==> config.mk <==
export PLATFORM = sky130hd
export DESIGN_NAME = tt_um_vga_rx
export DESIGN_NICKNAME = d
export VERILOG_FILES = /design/src/rtl/vga_rx_pkg.sv /design/src/rtl/vga_rx_if.sv /design/src/rtl/vga_rx_sync.sv /design/src/rtl/tt_um_vga_rx.sv
export SDC_FILE = /design/constraint.sdc
export NUM_CORES = 1
export LEC_CHECK = 0
export BUFFER_PORTS_ARGS = -buffer_cell sky130_fd_sc_hd__clkbuf_2
export CORE_MARGIN = 1
export CORE_UTILIZATION = 58
export DETAILED_ROUTE_END_ITERATION = 10
export HOLD_SLACK_MARGIN = 0.05
export PLACE_DENSITY = 0.76
export SLEW_MARGIN = 20
export SYNTH_ARGS = -nofsm -noshare
export SYNTH_HDL_FRONTEND = slang
export SYNTH_HIERARCHICAL = 1
export SYNTH_SLANG_ARGS = --single-unit
==> constraint.sdc <==
create_clock -name clk -period 2.6 [get_ports clk]
set_clock_uncertainty 0.15 [all_clocks]
set_input_delay 0 -clock clk [delete_from_list [all_inputs] [get_ports clk]]
set_output_delay 0 -clock clk [all_outputs]
set_load 0.005 [all_outputs]
==> src/rtl/vga_rx_pkg.sv <==
// TinyVGA receiver shared definitions.
// Widths, FSM states, readout selects and the CRC-8 step.
package vga_rx_pkg;

    localparam int PERIOD_W     = 10;
    localparam int LINES_W      = 10;
    localparam int FRAME_W      = 8;
    localparam int LOCK_MATCHES = 3;
    localparam logic [7:0] CRC_POLY = 8'h07;

    typedef enum logic [1:0] {
        ST_SEARCH  = 2'd0,
        ST_MEASURE = 2'd1,
        ST_LOCKED  = 2'd2
    } state_e;

    typedef enum logic [2:0] {
        SEL_STATUS = 3'd0,
        SEL_PER_LO = 3'd1,
        SEL_PER_HI = 3'd2,
        SEL_LPF_LO = 3'd3,
        SEL_LPF_HI = 3'd4,
        SEL_FRAMES = 3'd5,
        SEL_CRC    = 3'd6,
        SEL_ZERO   = 3'd7
    } sel_e;

    // Six data bits shifted in MSB first.
    function automatic logic [7:0] crc8_step6(
        input logic [7:0] crc,
        input logic [5:0] d
    );
        logic [7:0] c;
        logic       fb;
        c = crc;
        for (int i = 5; i >= 0; i--) begin
            fb = c[7] ^ d[i];
            c  = {c[6:0], 1'b0} ^ (fb ? CRC_POLY : 8'h00);
        end
        return c;
    endfunction

endpackage

==> src/rtl/vga_rx_if.sv <==
// Synchronised level plus falling-edge event for one sync pin.
interface vga_rx_if;
    logic s;
    logic fall;

    modport master (output s, output fall);
    modport slave  (input s, input fall);
endinterface

==> src/rtl/vga_rx_sync.sv <==
// Two-flop synchroniser with a registered falling-edge detector.
module vga_rx_sync
    import vga_rx_pkg::*;
(
    input  logic     clk,
    input  logic     rst_n,
    input  logic     i_pin,
    vga_rx_if.master o_ev
);

    logic r_meta;
    logic r_sync;
    logic r_prev;
    logic r_fall;

    always_ff @(posedge clk or negedge rst_n) begin
        if (!rst_n) begin
            r_meta <= 1'b0;
            r_sync <= 1'b0;
            r_prev <= 1'b0;
            r_fall <= 1'b0;
        end else begin
            r_meta <= i_pin;
            r_sync <= r_meta;
            r_prev <= r_sync;
            r_fall <= r_prev & ~r_sync;
        end
    end

    assign o_ev.s    = r_sync;
    assign o_ev.fall = r_fall;

endmodule

==> src/rtl/tt_um_vga_rx.sv <==
// TinyVGA timing receiver: line period, lines per frame, lock FSM.
// Optional frame CRC enabled by defining VGA_RX_CRC_EN.
module tt_um_vga_rx
    import vga_rx_pkg::*;
(
    input  logic       clk,
    input  logic       rst_n,
    input  logic       ena,
    input  logic [7:0] ui_in,
    input  logic [7:0] uio_in,
    output logic [7:0] uo_out,
    output logic [7:0] uio_out,
    output logic [7:0] uio_oe
);

    localparam logic [1:0] MATCH_LAST = 2'(LOCK_MATCHES - 1);

    vga_rx_if h_ev ();
    vga_rx_if v_ev ();

    vga_rx_sync u_hsync (
        .clk   (clk),
        .rst_n (rst_n),
        .i_pin (ui_in[7]),
        .o_ev  (h_ev)
    );

    vga_rx_sync u_vsync (
        .clk   (clk),
        .rst_n (rst_n),
        .i_pin (ui_in[3]),
        .o_ev  (v_ev)
    );

    // Colour order {R1,R0,G1,G0,B1,B0}
    logic [5:0] r_col_meta;
    logic [5:0] r_col;
    logic [5:0] w_col_pin;

    assign w_col_pin = {ui_in[0], ui_in[4], ui_in[1],
                        ui_in[5], ui_in[2], ui_in[6]};

    always_ff @(posedge clk or negedge rst_n) begin
        if (!rst_n) begin
            r_col_meta <= '0;
            r_col      <= '0;
        end else begin
            r_col_meta <= w_col_pin;
            r_col      <= r_col_meta;
        end
    end

    logic w_hev;
    logic w_vev;
    logic w_sat;
    logic w_locked;

    assign w_hev    = h_ev.fall;
    assign w_vev    = v_ev.fall;

    state_e                r_state;
    state_e                w_state_nxt;
    logic [PERIOD_W-1:0]   r_cnt;
    logic [PERIOD_W-1:0]   r_period;
    logic [PERIOD_W-1:0]   r_ref;
    logic [PERIOD_W-1:0]   w_ref_nxt;
    logic [1:0]            r_match;
    logic [1:0]            w_match_nxt;

    assign w_sat    = &r_cnt;
    assign w_locked = (r_state == ST_LOCKED);

    always_ff @(posedge clk or negedge rst_n) begin
        if (!rst_n) begin
            r_state <= ST_SEARCH;
            r_ref   <= '0;
            r_match <= '0;
        end else begin
            r_state <= w_state_nxt;
            r_ref   <= w_ref_nxt;
            r_match <= w_match_nxt;
        end
    end

    always_comb begin
        w_state_nxt = r_state;
        w_ref_nxt   = r_ref;
        w_match_nxt = r_match;
        if (w_sat && r_state != ST_SEARCH) begin
            w_state_nxt = ST_SEARCH;
            w_match_nxt = '0;
        end else if (w_hev) begin
            unique case (r_state)
                ST_SEARCH: w_state_nxt = ST_MEASURE;
                ST_MEASURE: begin
                    if (r_cnt == r_ref) begin
                        w_match_nxt = r_match + 2'd1;
                        if (r_match == MATCH_LAST)
                            w_state_nxt = ST_LOCKED;
                    end else begin
                        w_ref_nxt   = r_cnt;
                        w_match_nxt = '0;
                    end
                end
                ST_LOCKED: begin
                    if (r_cnt != r_ref) begin
                        w_state_nxt = ST_SEARCH;
                        w_match_nxt = '0;
                    end
                end
                default: begin
                    w_state_nxt = ST_SEARCH;
                    w_match_nxt = '0;
                end
            endcase
        end
    end

    // r_cnt counts edges since the last event; it equals the period at the next one
    always_ff @(posedge clk or negedge rst_n) begin
        if (!rst_n) begin
            r_cnt    <= '0;
            r_period <= '0;
        end else begin
            if (w_hev)
                r_cnt <= PERIOD_W'(1);
            else if (!w_sat)
                r_cnt <= r_cnt + PERIOD_W'(1);
            if (r_state != ST_SEARCH) begin
                if (w_sat)
                    r_period <= '1;
                else if (w_hev)
                    r_period <= r_cnt;
            end
        end
    end

    logic [LINES_W-1:0] r_lines;
    logic [LINES_W-1:0] r_lpf;
    logic [LINES_W-1:0] w_lines_inc;
    logic               r_vseen;
    logic [FRAME_W-1:0] r_frames;

    assign w_lines_inc = (&r_lines) ? r_lines
                                    : r_lines + LINES_W'(w_hev);

    // A coincident HSYNC event is counted into the captured frame
    always_ff @(posedge clk or negedge rst_n) begin
        if (!rst_n) begin
            r_lines  <= '0;
            r_lpf    <= '0;
            r_vseen  <= 1'b0;
            r_frames <= '0;
        end else begin
            if (w_vev) begin
                if (r_vseen)
                    r_lpf <= w_lines_inc;
                r_vseen <= 1'b1;
                r_lines <= '0;
            end else begin
                r_lines <= w_lines_inc;
            end
            if (w_vev && w_locked)
                r_frames <= r_frames + FRAME_W'(1);
        end
    end

    logic [7:0] w_crc;
    logic       w_unused;

`ifdef VGA_RX_CRC_EN
    logic [7:0] r_crc_acc;
    logic [7:0] r_crc;

    always_ff @(posedge clk or negedge rst_n) begin
        if (!rst_n) begin
            r_crc_acc <= '0;
            r_crc     <= '0;
        end else if (w_vev) begin
            r_crc     <= r_crc_acc;
            r_crc_acc <= '0;
        end else if (w_locked && h_ev.s && v_ev.s) begin
            r_crc_acc <= crc8_step6(r_crc_acc, r_col);
        end
    end

    assign w_crc    = r_crc;
    assign w_unused = ^{ena, uio_in[7:3]};
`else
    assign w_crc    = 8'h00;
    assign w_unused = ^{ena, uio_in[7:3],
                        r_col[4], r_col[2], r_col[0]};
`endif

    sel_e w_sel;
    assign w_sel = sel_e'(uio_in[2:0]);

    always_comb begin
        uo_out = 8'h00;
        unique case (w_sel)
            SEL_STATUS: uo_out = {w_locked, r_state, v_ev.s, h_ev.s,
                                  r_col[5], r_col[3], r_col[1]};
            SEL_PER_LO: uo_out = r_period[7:0];
            SEL_PER_HI: uo_out = {6'b0, r_period[9:8]};
            SEL_LPF_LO: uo_out = r_lpf[7:0];
            SEL_LPF_HI: uo_out = {6'b0, r_lpf[9:8]};
            SEL_FRAMES: uo_out = r_frames;
            SEL_CRC:    uo_out = w_crc;
            SEL_ZERO:   uo_out = 8'h00;
            default:    uo_out = 8'h00;
        endcase
    end

    assign uio_out = 8'h00;
    assign uio_oe  = 8'h00;

endmodule

==> flow_summary.toml, run 1 <==
[yosys]
seq_area_frac_synth_pct = 52.0
synth.distinct_cells = 51
synth_compound_area_share_pct = 9.25
synth_xor_area_share_pct = 6.15
yosys.area_share.adder_pct = 1.69
ys_ff_latch = 77
synth_edf_count = 0
synth-main-ff-cell = "dfrtp_1"
syn_area_um2 = 3700
yosysWarnings = 6
synth_async_sr_flop_share_pct = 100
postSynthAreaPerCell_um2 = 10.8
synthSimpleGateAreaFrac_pct = 16.8
synth_cells = 342
synth_top_family_by_area = "simple AND/OR/NAND/NOR gates"
synthMuxAreaShare_pct = 8.14

[layout]
final_area_um2 = 4100
layout.nets = 392
final_util_pct = 68.0
fillCellCount = 471
diodes = 0
finalNonFillerCells = 448
drive_above_1_share_pct = 20.6
seqCellArea_um2 = 1930
multiInputGateArea_um2 = 1620
area_delta_synth_final_pct = 10.6

[clock_tree]
cts_tree = "built"
cts.path.max_buffers = 2
clkLatencyLatePin_ps = 350
cts_buffers = 9
cts_root_buffer = "clkbuf_8"
cts-htree-levels = 3
path_clk_slew_ps = 80
clock-sinks = 77
cts_hold_buf = 6
cts_setup_buffers = 0
postCtsResizedCells = 0

[floorplanning]
dieWidth_um = 81.9
boundaryPins = 43
initial_utilization_pct = 61.5
die_h_um = 81.9
rows = 28
dieArea_um2 = 6710
coreArea_um2 = 6030

[detailed_routing]
vias_per_cell = 5.61
ant_nets = 0
drt_pass1_iterations = 4
wire_per_inst_um = 15.7
drc = 0
drt_iter0_drc = 141
vias = 2515
wirelength_um = 7020

[power]
p_total_mw = 2.94
p_sw_share_pct = 28.0
power.switching_mw = 0.821
powerDensity_nw_per_um2 = 717
vdd_drop_max_v = 0.000576
p_leak_nw = 1.86
internal_power_mw = 2.12
sequentialPowerShare_pct = 48.3
clkPwrFrac_pct = 33.3
p_comb_share_pct = 18.4

[min_path]
hold_path_class = "primary input to flop"

[grt]
grt_start_max_net_pins = 78
grt_use_total_pct = 23.8
grt_pass1_wl_um = 11500
gr-total-overflow = 0
grt_pass1_vias = 2439
antenna_found_initial = 0

[outcome]
status = "completed"

[sta]
setup_tns_ps = 0
hold_violations = 0
period_needed_ps = 2120
rsz0062_at_grt = "no"
worst_pin_slew_ps = 944
fin_ws_ps = 479
timing.final.crit_share_pct = 81.6
hold_slack_ps = 143
finalSetupViolations = 0
max_freq_mhz = 471
slew_viol_final = 0
slew_headroom_pct = 37.1

[place]
dpl.cell_count = 426
port_buffers = 17
place.gp.congestion = 0.795
hpwl_um = 4980
dpl_worst_slack_ps = 500
place_area_um2 = 3820

[worst_setup_path]
endpoint_kind = "flop"
cp_slowest_stage_delay_ps = 540
start_kind = "flop"
cp_cell_sequence = "nand4_2 -> or3_1 -> nand2_4 -> nor2_4 -> mux2_4"
cp_slowest_cell = "or3_1"
path_max_fanout = 7
crit_type = "flop to flop"
arrival_ps = 2210
worstPathRequired_ps = 2690

[run]
max-cap-violations = 0
## critical path, delay by kind of cell (launching register included)
kind,cells,cell delay (ps)
and+or+nand+nor,4,1010
DFF,1,530
muxes,1,320
## logic make-up (layout without fill, tap and decap cells)
logic type / after synthesis / in the layout
AND/OR/NAND/NOR: 119 / 119
flip-flops: 77 / 77
AO/OA/AOI/OAI: 51 / 51
buffers and inverters: 38 / 54
XOR/XNOR: 26 / 26
multiplexers: 25 / 25
adder cells (fa/ha/maj): 5 / 5
other: 1 / 16
## state kept, by name, indices dropped and copies added (netlist names), 3 cells and up
| signal | flops |
|---|---|
| r_col | 3 |
| r_cnt | 10 |
| r_col_meta | 3 |
| r_ref | 10 |
| r_frames | 8 |
| r_period | 10 |
| r_lpf | 10 |
| r_lines | 10 |
## power groups by stage
stage	sequential (mW)	combinational (mW)	clock (mW)
2_1_floorplan	1.41	0.412	0
3_5_place_dp	1.44	0.535	0
6_report	1.42	0.542	0.977
3_3_place_gp	1.43	0.514	0
4_1_cts	1.42	0.543	0.994
5_1_grt	1.43	0.599	1.04
## final timing paths
| check | startpoint | depth (start not counted) | slack [ps] | to |
|---|---|---|---|---|
| worst max-delay path | r_cnt[7] | 5 | 480 | r_ref[4] |
| worst min-delay path | ui_in[2] | 2 | 140 | r_col_meta[1] |
| worst max register to register | r_cnt[7] | 5 | 480 | r_ref[4] |
| worst min register to register | u_hsync/r_meta | 0 | 200 | u_hsync/o_ev.s |
| max in group asynchronous | rst_n | 2 | 1500 | r_ref[7] |
| min in group asynchronous | rst_n | 2 | 190 | r_frames[3] |
## metal layers
metal / vias up / GRT usage [%] / part of all wire [%]
met5: - / 0 / 0
met4: 0 / 9.65 / 1.5
met3: 11 / 6.22 / 4.2
met2: 60 / 35.9 / 47
met1: 1234 / 32.7 / 48
li1: 1210 / - / -
## cell type report
| type | instances | area share, % |
|---|---|---|
| clock buffers | 10 | 3.12 |
| repair buffers | 34 | 5.62 |
| multi-input cells | 242 | 39.4 |
| inverters | 4 | 0.367 |
| clock inverters | 6 | 2.14 |
| flip-flops and latches | 77 | 47.0 |
| well taps | 75 | 2.29 |
## layout by cell type (no fill, tap or decap), drive strengths merged, types with 2 or more instances in the layout
cell | Yosys | layout
mux2i | 2 | 2
o22ai | 3 | 3
nand2 | 37 | 37
xor2 | 6 | 6
nand4 | 11 | 11
nand3 | 11 | 11
o22a | 7 | 7
xnor2 | 20 | 20
dfrtp | 77 | 77
nor2 | 33 | 33
a22oi | 9 | 9
or3 | 2 | 2
dlygate4sd3 | 0 | 6
buf | 21 | 12
clkbuf | 13 | 26
nand2b | 2 | 2
clkinv | 0 | 4
inv | 4 | 4
nor2b | 3 | 3
bufinv | 0 | 2
a21oi | 2 | 2
and4 | 2 | 2
or2 | 3 | 3
nor3b | 2 | 2
and3 | 4 | 4
conb | 1 | 16
nor3 | 7 | 7
a31oi | 4 | 4
mux2 | 23 | 23
o21ai | 18 | 18
ha | 5 | 5
## synthesized netlist by cell type, types with 6 or more instances
| master | count | area, um^2 |
|---|---|---|
| a22oi_1 | 9 | 67.6 |
| buf_4 | 17 | 128 |
| clkbuf_1 | 12 | 45.0 |
| dfrtp_1 | 77 | 1930 |
| mux2_2 | 15 | 169 |
| mux2_4 | 6 | 90.1 |
| nand2_1 | 36 | 135 |
| nand3_1 | 10 | 50.1 |
| nand4_1 | 10 | 62.6 |
| nor2_1 | 30 | 113 |
| o21ai_0 | 18 | 90.1 |
| o22a_1 | 7 | 61.3 |
| xnor2_1 | 20 | 175 |
| xor2_1 | 6 | 52.6 |
No activity file was read; power rests on OpenSTA's default activity.
==> inputs of run 2 (changes only) <==
--- a/config.mk
+++ b/config.mk
@@ -5,6 +5,7 @@
 export SDC_FILE = /design/constraint.sdc
 export NUM_CORES = 1
 export LEC_CHECK = 0
+export ABC_AREA = 1
 export BUFFER_PORTS_ARGS = -buffer_cell sky130_fd_sc_hd__clkbuf_2
 export CORE_MARGIN = 1
 export CORE_UTILIZATION = 58
==> constraint.sdc (replaced) <==
create_clock -name clk -period 2 [get_ports clk]
set_clock_uncertainty 0.15 [all_clocks]
set_input_delay 0 -clock clk [delete_from_list [all_inputs] [get_ports clk]]
set_output_delay 0 -clock clk [all_outputs]
set_load 0.005 [all_outputs]
==> run 2 against run 1 <==
  * Global-route usage decreased by 0.25 points
  * Die area is 3.3% higher
  * Core utilization is 0.85 points lower
  * Register-to-register slack worse by 390 ps
  * Setup slack worse by 390 ps
  * Highest routed layer unchanged
  * Clock-buffer cell count unchanged
  * Design area up 4.1%
  * Sequential cell count unchanged
  * Combinational power rose by 73%
  * Synthesized area is 3.4% higher
==> flow_summary.toml, run 2 <==
[outcome]
status = "completed"

[worst_setup_path]
cp_cell_sequence = "ha_1 -> nand2_1 -> nor2_4 -> nand3_4 -> a21oi_4 -> inv_6 -> nand2_1 -> o21ai_2"
worstPathRequired_ps = 2090
worstReg2RegStart = "r_cnt[0]"
cp_slowest_stage_delay_ps = 390
reg2reg_to = "r_period[6]"
rrSetupSlack_ps = 90
endpoint_kind = "flop"
start_kind = "flop"
crit_cells = 8
arrival_ps = 2000
critical-path-top-delay-family = "simple AND/OR/NAND/NOR gates"
crit_path_frequent_cell = "nand2_1"
cp_slowest_cell = "dfrtp_1"
worstSetupStartpoint = "r_cnt[0]"
worstRegToRegCells = 8
path_max_fanout = 16
crit_type = "flop to flop"
endpoint = "r_period[6]"
crit_buf_inv = 1

[sta]
max_freq_mhz = 523
worst_pin_slew_ps = 538
finalSetupViolations = 0
hold_violations = 0
slew_viol_final = 0
hold_slack_ps = 134
period_needed_ps = 1910
slew_headroom_pct = 63.9
timing.final.crit_share_pct = 95.6

[yosys]
postSynthAreaPerCell_um2 = 8.91
synth-main-ff-cell = "dfrtp_1"
yosysWarnings = 6
synth_async_sr_flop_share_pct = 100
syn_area_um2 = 3830
synth.distinct_cells = 42
synth_edf_count = 0
yosysTopAreaCell = "dfrtp_1"
seq_area_frac_synth_pct = 50.3
ys_ff_latch = 77
yosys.area.top_type_share_pct = 50.3
ys_top_cells_by_count = "nand2_1 (108), dfrtp_1 (77), inv_1 (47)"
synth_most_common_cell = "nand2_1"
synth_cells = 430
synth.area.top_cells = "dfrtp_1 (50%), nand2_1 (11%), inv_1 (4.6%)"

[layout]
diodes = 0
layout.nets = 494
area_delta_synth_final_pct = 11.3
drive_above_1_share_pct = 18.9
mostFrequentLayoutCells = "nand2_1 (108), dfrtp_1 (77), inv_1 (47)"
final_area_um2 = 4260
layout_commonest_cell = "nand2_1"
fillCellCount = 519

[clock_tree]
cts_buffers = 9
clkLatencyLatePin_ps = 350
clock-sinks = 77
path_clk_slew_ps = 80
cts-htree-levels = 3
cts_root_buffer = "clkbuf_8"
cts_tree = "built"
cts.path.max_buffers = 2

[detailed_routing]
ant_nets = 0
wirelength_um = 7360
vias = 2906
drt_iter0_drc = 213
wire_per_inst_um = 13.3
drc = 0
vias_per_cell = 5.26
drt_pass1_iterations = 5

[grt]
gr-total-overflow = 0
grt_util_met3_pct = 6.66
grt_use_total_pct = 23.6
grt_busiest_layer = "met2"
use_met2_pct = 35.2
grt_start_max_net_pins = 41
antenna_found_initial = 0
grt_pass1_vias = 2791
met1_usage_pct = 32.8
grt_pass1_wl_um = 12900

[place]
hpwl_um = 5380
place_area_um2 = 3960
port_buffers = 17
place.gp.congestion = 0.859

[floorplanning]
die_h_um = 83.3
rows = 29
initial_utilization_pct = 60.3
dieArea_um2 = 6930
dieWidth_um = 83.3
boundaryPins = 43
coreArea_um2 = 6350

[power]
p_total_mw = 3.97
p_leak_nw = 2.15
powerDensity_nw_per_um2 = 931
vdd_drop_max_v = 0.000665

[min_path]
hold_path_class = "primary input to flop"

[run]
max-cap-violations = 0
[run 2: changes by cell type in the layout (fill, tap and decap cells not counted), sizes merged, moves of 3 or more]
cell	before	now
a21oi	2	7
a22oi	9	4
and3	4	0
inv	4	57
mux2	23	1
nand2	37	114
nand3	11	21
nor3	7	10
o21ai	18	32
o22a	7	0
o22ai	3	0
xnor2	20	6
xor2	6	10
[run 2: area by class of cell]
class	count	area (um^2)	share of cell area, %
Clock buffer	10	138	3.23
Sequential cell	77	1930	45.2
Multi-Input combinational cell	289	1560	36.7
Timing Repair Buffer	35	256	6.02
Clock inverter	6	46.3	1.09
Tap cell	77	96.3	2.26
Inverter	58	236	5.55
[run 2: per-layer routing]
metal | routed length (um) | share of wire [%]
met5 | 0 | 0
met4 | 150 | 2.0
met3 | 356 | 4.8
met2 | 3410 | 46
met1 | 3440 | 47
[run 2: how the worst min path moves through the flow]
| stage | from | end | slack (ps) | cells past startpoint |
|---|---|---|---|---|
| final | ui_in[2] | r_col_meta[1] | 130 | 2 |
| after floorplan | rst_n | r_cnt[0] | -450 | 0 |
| after CTS | ui_in[3] | u_vsync/r_meta | 130 | 2 |
| after global placement | rst_n | r_frames[4] | -150 | 1 |
| after global routing | ui_in[2] | r_col_meta[1] | 130 | 2 |
| after detailed placement | rst_n | r_frames[4] | -150 | 1 |
[run 2: per-stage QoR]
| step | instances | setup slack [ps] | setup TNS [ps] | utilization (%) |
|---|---|---|---|---|
| floorplan | 445 | 306 | 0 | - |
| global placement | 524 | 156 | 0 | 62.4 |
| detailed placement | 524 | 87.8 | 0 | 62.4 |
| CTS | 547 | 64.2 | 0 | 66.4 |
| global route | 552 | -30.4 | -105 | 67.1 |
| finish | 552 | 87.2 | 0 | 67.1 |
[run 2: cells by family after synthesis]
logic type / Yosys count / share of synthesized area (%)
and+or+nand+nor: 194 / 23.6
buffers and inverters: 79 / 10.4
DFF: 77 / 50.3
AOI/OAI and AO/OA: 57 / 10.0
xor gates and xnor gates: 16 / 3.66
adders and majority gates: 5 / 1.63
other: 1 / 0.0979
muxes: 1 / 0.294
[run 2: where the power goes]
part           switching (mW)  internal [mW]
combinational           0.558          0.377
clock                   0.596          0.493
sequential              0.182           1.76
total                    1.34           2.63
[run 2: worst register-to-register path, cell delays in order (launching register included)]
cell     delay (ps)
dfrtp_1         390
ha_1            190
nand2_1         120
nor2_4          170
nand3_4         160
a21oi_4         340
inv_6           140
nand2_1         110
o21ai_2          50
[run 2: what timing repair did]
action                                 CTS  global route
setup buffers                            0             5
resized for setup                        0             4
endpoints found under the hold margin   82             0
hold buffers                             7             0
setup endpoints to repair                0            18
